**src/rtl/prod_ram_reader.sv**
```systemverilog
// Read-side controller for the product RAM: sweeps an address window and streams
// the words through a small FIFO. Define PROD_RAM_READER_CHECKSUM_EN for a stream checksum.
module prod_ram_reader #(
  parameter int ADDR_W     = 4,
  parameter int DATA_W     = 16,
  parameter int FIFO_DEPTH = 4
) (
  input  logic              clk,
  input  logic              reset,
  input  logic              start,
  input  logic [ADDR_W-1:0] base_addr,
  input  logic [ADDR_W:0]   len,
  output logic              busy,
  output logic              done,
  output logic [ADDR_W-1:0] ram_addr,
  output logic              ram_cs,
  output logic              ram_op_en,
  output logic              ram_w_en,
  input  logic [DATA_W-1:0] ram_data,
  output logic              m_valid,
  output logic [DATA_W-1:0] m_data,
  output logic              m_last,
  input  logic              m_ready
`ifdef PROD_RAM_READER_CHECKSUM_EN
  ,
  output logic [DATA_W-1:0] checksum
`endif
);

  localparam int PTR_W = $clog2(FIFO_DEPTH);
  localparam int CNT_W = PTR_W + 1;
  localparam logic [CNT_W-1:0] DEPTH_C = CNT_W'(FIFO_DEPTH);
  localparam logic [ADDR_W:0]  REM_ONE = (ADDR_W + 1)'(1);

  typedef enum logic [1:0] {IDLE, READ, DRAIN, FIN} state_t;

  state_t              state_q, state_d;
  logic [ADDR_W-1:0]   addr_q, addr_d;
  logic [ADDR_W:0]     rem_q, rem_d;
  logic                inflight_q, last_inflight_q;
  logic [PTR_W-1:0]    wr_ptr_q, rd_ptr_q;
  logic [CNT_W-1:0]    count_q;
  logic [CNT_W-1:0]    occupancy;
  logic [DATA_W-1:0]   mem_q [FIFO_DEPTH];
  logic [FIFO_DEPTH-1:0] last_q;
  logic                issue, push, pop;

  // The in-flight read already owns a FIFO slot, so it counts against the depth.
  assign occupancy = count_q + CNT_W'(inflight_q);
  assign push      = inflight_q;
  assign m_valid   = (count_q != '0);
  assign pop       = m_valid && m_ready;
  assign m_data    = m_valid ? mem_q[rd_ptr_q] : '0;
  assign m_last    = m_valid && last_q[rd_ptr_q];

  assign ram_addr  = addr_q;
  assign ram_cs    = issue;
  assign ram_op_en = issue;
  assign ram_w_en  = 1'b0;

  always_comb begin
    state_d = state_q;
    addr_d  = addr_q;
    rem_d   = rem_q;
    issue   = 1'b0;
    busy    = 1'b0;
    done    = 1'b0;
    case (state_q)
      IDLE: begin
        if (start) begin
          addr_d  = base_addr;
          rem_d   = len;
          state_d = (len != '0) ? READ : FIN;
        end
      end
      READ: begin
        busy = 1'b1;
        if ((rem_q != '0) && (occupancy < DEPTH_C)) begin
          issue  = 1'b1;
          addr_d = addr_q + ADDR_W'(1);
          rem_d  = rem_q - REM_ONE;
          if (rem_q == REM_ONE) state_d = DRAIN;
        end
      end
      DRAIN: begin
        busy = 1'b1;
        // Leave once the only remaining word (if any) is being accepted now.
        if (!inflight_q && (count_q == CNT_W'(pop))) state_d = FIN;
      end
      FIN: begin
        done    = 1'b1;
        state_d = IDLE;
      end
      default: state_d = IDLE;
    endcase
  end

  always_ff @(posedge clk) begin
    if (reset) begin
      state_q         <= IDLE;
      addr_q          <= '0;
      rem_q           <= '0;
      inflight_q      <= 1'b0;
      last_inflight_q <= 1'b0;
      wr_ptr_q        <= '0;
      rd_ptr_q        <= '0;
      count_q         <= '0;
    end else begin
      state_q         <= state_d;
      addr_q          <= addr_d;
      rem_q           <= rem_d;
      inflight_q      <= issue;
      last_inflight_q <= issue && (rem_q == REM_ONE);
      if (push) wr_ptr_q <= wr_ptr_q + PTR_W'(1);
      if (pop)  rd_ptr_q <= rd_ptr_q + PTR_W'(1);
      count_q <= count_q + CNT_W'(push) - CNT_W'(pop);
    end
  end

  // FIFO storage is never reset; m_valid masks stale contents.
  always_ff @(posedge clk) begin
    if (push) begin
      mem_q[wr_ptr_q]  <= ram_data;
      last_q[wr_ptr_q] <= last_inflight_q;
    end
  end

`ifdef PROD_RAM_READER_CHECKSUM_EN
  logic [DATA_W-1:0] checksum_q;

  always_ff @(posedge clk) begin
    if (reset) begin
      checksum_q <= '0;
    end else if ((state_q == IDLE) && start) begin
      checksum_q <= '0;
    end else if (pop) begin
      checksum_q <= checksum_q + m_data;
    end
  end

  assign checksum = checksum_q;
`endif

endmodule
```
**config.mk**
```make
export PLATFORM = sky130hd
export DESIGN_NAME = prod_ram_reader
export DESIGN_NICKNAME = d
export VERILOG_FILES = /design/src/rtl/prod_ram_reader.sv
export SDC_FILE = /design/constraint.sdc
export NUM_CORES = 1
export LEC_CHECK = 0
export ABC_AREA = 1
export CAP_MARGIN = 20
export CORE_MARGIN = 1.5
export CORE_UTILIZATION = 30
export CTS_BUF_LIST = sky130_fd_sc_hd__clkbuf_16
export CTS_CLUSTER_DIAMETER = 100
export CTS_CLUSTER_SIZE = 16
export DETAILED_ROUTE_END_ITERATION = 7
export GPL_TIMING_DRIVEN = 0
export PLACE_DENSITY = 0.6
export SLEW_MARGIN = 20
export SYNTH_ARGS = -nofsm -noshare
export SYNTH_HDL_FRONTEND = slang
export SYNTH_SLANG_ARGS = --single-unit
```
**constraint.sdc**
```tcl
create_clock -name clk -period 2 [get_ports clk]
set_clock_uncertainty 0.15 [all_clocks]
set_input_delay 0.5 -clock clk [delete_from_list [all_inputs] [get_ports clk]]
set_output_delay 0.5 -clock clk [all_outputs]
set_load 0.005 [all_outputs]
```
Yosys cells after proc, flatten, opt, wreduce, memory -nomap -nowiden
Memory sizes are Yosys's and may differ from the RTL's. A register that Yosys moved wholly into a read port is not among the register bits. Index checks and enable logic that the tools add are counted.

Flip-flop bits (word level): 24. Memory bits (writable): 64. Output and inout bits: 27. Memories kept: 1.

Add/subtract/negate cells: 6. Order comparisons: 4. Equality and inequality tests: 9. Mux-type cells: 26. Reduce and logical (&&, ||, !) cells: 15.

Memories: mem_q (depth 4, bits a word 16, read ports 1, clocked after memory_dff 1, write ports 1, line 44) `logic [DATA_W-1:0] mem_q [FIFO_DEPTH];`.

Operator list (count): 16-bit two-way mux (1); 2-bit two-way mux (7); 5-bit two-way mux (2); 5-bit case mux with 2 select lines (1); 5-bit nonzero test (2); 1-bit two-way mux (8); 4-bit two-way mux (2); 2-bit != test, second input constant (4); 2-bit case mux with 4 select lines (1); 4-bit case mux with 2 select lines (1); 1-bit logical AND (6); 2-bit by 3-bit < comparator with 1-bit output, second input constant (2); 5-bit by 1-bit == test with 1-bit output, second input constant (1); 5-bit by 1-bit subtractor with 5-bit output, second input constant (1); 2-bit by 1-bit adder with 2-bit output, second input constant (2); 4-bit by 1-bit adder with 4-bit output, second input constant (1); 4-bit bitwise mux (1); 2-bit == test, second input constant (2); 4-bit AND reduction (1); 3-bit by 1-bit adder with 3-bit output (1); 3-bit by 1-bit == test with 1-bit output (1); 3-bit < comparator, second input constant (1); 3-bit AND reduction (1); 3-bit nonzero test (1); other kinds (9) (9).

Depth between registers and ports, before layout
Depth after elaboration: 6. Gate-level depth with buffers: 12. Gate-level depth less buffers: 12.

Least setup slack after synthesis
OpenSTA, ideal clock, no wires.

Path type: register -> output. Start point: register inflight_q. End point: output port ram_op_en. Arrival time: 1231 ps. Path slack: 119 ps. Stages on the path, launching flop included: 9. Cells stage by stage: dfxtp_1 > ha_1 > ha_1 > inv_1 > nand2_1 > nand2_2 > nand2_4 > nor2_1 > buf_4.

Longest elaborated chain between the ends: 5.

RTL lines: from (decl) (line 40) `logic inflight_q, last_inflight_q;`; from (signal assigned) (line 112) `inflight_q <= issue;`; 3-bit by 1-bit adder with 3-bit output (line 49) `assign occupancy = count_q + CNT_W'(inflight_q);`; 3-bit < comparator (line 78) `if ((rem_q != '0) && (occupancy < DEPTH_C)) begin`; 1-bit logical AND (line 78); 1-bit two-way mux (line 78); 1-bit two-way mux (line 68) `case (state_q)`; to (decl) (line 17) `output logic ram_op_en,`.

No other way between the ends.

==> reports/metrics.yaml <==
run_status:
  status: "finished with violations"
  violations: "negative setup slack"
timing:
  period_share_pct: 109.0
  slew_headroom_pct: 46.48
  fin_ws_ns: -0.1799
  setup_violations: 18
  drv_slew: 0
  worstMarginPinSlew_ns: 0.8020
  clock.fmax_mhz: 458.7
  grt_setup_unrepaired: "yes"
  period_needed_ns: 2.180
  hold_violations: 0
  whs_ns: 0.3333
min_path:
  min_path_cells: 0
  hold_class: "reg -> reg"
synth:
  ys_types: 28
  synthesis.nets: 445
  synth_top_area_share_pct: 50.89
  synth_edf_count: 68
  ys_ff_latch: 90
  netlist_area_sq_um: 4013
  netlist_top_cells_count: "nor2_1 (95), edfxtp_1 (68), nand2_1 (49)"
  synth_area_leaders: "edfxtp_1 (51%), dfxtp_1 (11%), nor2_1 (8.9%)"
  syn-instance-count: 399
  synthArstFlopShare_pct: 0
  synth_area_leader_cell: "edfxtp_1"
  syn_avg_cell_area_sq_um: 10.06
  yosysWarnings: 0
  synthMostInstantiatedCell: "nor2_1"
  synthFlopType: "edfxtp_1"
  seq_area_frac_synth_pct: 61.86
floorplanning:
  design.core.area_sq_um: 13140
  die_h_um: 118.7
  die-area_sq_um: 14080
  die_w_um: 118.7
  rows: 42
  start_util_pct: 30.54
  io_pins: 56
clock_tree:
  cts_max_path_buffers: 2
  clock-sinks: 90
  clk_latency_ns: 0.33
  cts-root-buf: "clkbuf_16"
  numCtsBuffers: 9
  htree_levels: 3
  clkTransAtPathRegs_ns: 0.06
  cts_tree: "built"
routing:
  drt-total-wl_um: 9170
  vias_per_cell: 4.419
  first_iter_violations: 185
  ant_nets: 0
  vias: 2943
  drc: 0
  routedWlPerCell_um: 13.77
  drt-pass1-iter-count: 4
cells_and_area:
  syn2layout_area_growth_pct: 36.48
  drive_above_1_share_pct: 27.55
  diodes: 0
  finalNonFillerCells: 666
  final_util_pct: 41.69
  layout.nets: 531
worst_setup_path:
  worstPathMaxFanout: 6
  cp_data_arrival_time_ns: 1.53
  start_kind: "flip-flop"
  crit_type: "reg -> out"
  critPathCaptureType: "output pin"
  r2r_cells: 9
  required_ns: 1.35
run:
  maxCapViolCount: 0
grt:
  grt_pass1_wl_um: 14520
  track_usage_pct: 13.27
  grt_overflow: 0
  antenna_found_initial: 0
  grt_pass1_vias: 2987
  grt_max_degree: 18
pwr:
  ir_worst_vdd_mv: 0.5494
  p_leak_uw: 0.002160
  power_uw: 7416
  powerDensity_nw_per_um2: 1354
placed_design:
  io_buffer_count: 53
  gp_congestion: 0.7865
  dp_hpwl_um: 5794
  dp_cells: 628
-- area by class of cell --
type	instances	area, sq um
clock buffers	9	225.2
inverters	31	120.1
fillers	1260	7661
repair buffers	76	656.9
clock inverters	7	86.33
well taps	176	220.2
flip-flops and latches	90	2507
multi-input cells	260	1464
plain buffers	17	196.4
-- sequential cells by signal, indices dropped and copies added, names as in the netlist, named ones only --
register / count
inflight_q: 1
last_inflight_q: 1
state_q: 2
ram_addr: 4
mem_q: 64
rd_ptr_q: 2
last_q: 4
rem_q: 5
count_q: 3
wr_ptr_q: 2
-- worst max-delay path, stage by stage (launching register included) --
cell and delay, ns:
dfxtp_2 0.31, buf_6 0.12, buf_6 0.12, buf_6 0.12, buf_4 0.13, nor2_1 0.08
nor2_1 0.04, o21ai_1 0.08, a21oi_1 0.08, buf_2 0.12
-- placed cells by master, fill, tap and decap left out, types with 18 or more instances in the layout --
cell,n
edfxtp_1,68
o21ai_1,26
buf_2,18
clkdlybuf4s50_1,31
a21oi_1,20
inv_1,23
nor2_1,75
nand2_1,48
-- per-layer routing --
layer / global-route usage (%) / routed length (um)
met2: 23.29 / 4642
met1: 15.49 / 4073
met3: 4.054 / 424
met5: 0 / 0
met4: 4.142 / 29
-- metrics by stage --
step / setup TNS (ns) / cell area [sq um] / setup slack (ns)
floorplan: 0 / 4013 / 0.1187
global placement: -9.210 / 4763 / -0.5582
detailed placement: -9.398 / 4763 / -0.5790
CTS: -3.285 / 5395 / -0.2203
global route: -3.612 / 5477 / -0.2375
finish: -2.276 / 5477 / -0.1799
-- power by group --
part | switching (uW) | internal (uW) | total [uW] | leakage, uW
logic | 1740 | 1510 | 3250 | 0.00121
registers | 175 | 2270 | 2440 | 0.000800
clock network | 733 | 992 | 1730 | 0.000154
-- what timing repair did --
action / in CTS / in global routing
hold buffers: 0 / 0
endpoints found under the setup margin: 22 / 22
cloned: 1 / 0
gates resized for setup: 177 / 44
setup buffers: 20 / 3
pin swaps: 36 / 25
-- logic make-up (layout without fill, tap and decap cells) --
kind of cell / after synthesis / in the layout / synth area share (%)
DFF: 90 / 90 / 61.86
other: 1 / 1 / 0.09346
adders and majority gates: 17 / 17 / 5.301
AOI/OAI and AO/OA: 73 / 73 / 9.292
buffers and inverters: 49 / 140 / 5.457
and+or+nand+nor: 167 / 167 / 17.56
xor gates and xnor gates: 2 / 2 / 0.4366
-- worst paths after layout --
check	to	start	slack [ns]
max reg2reg	ram_addr[2]	state_q[1]	0.11
min	last_q[0]	last_inflight_q	0.33
max	m_data[10]	flip-flop	-0.18
min reg2reg	last_q[0]	last_inflight_q	0.33
(Power assumes the default switching activity.)
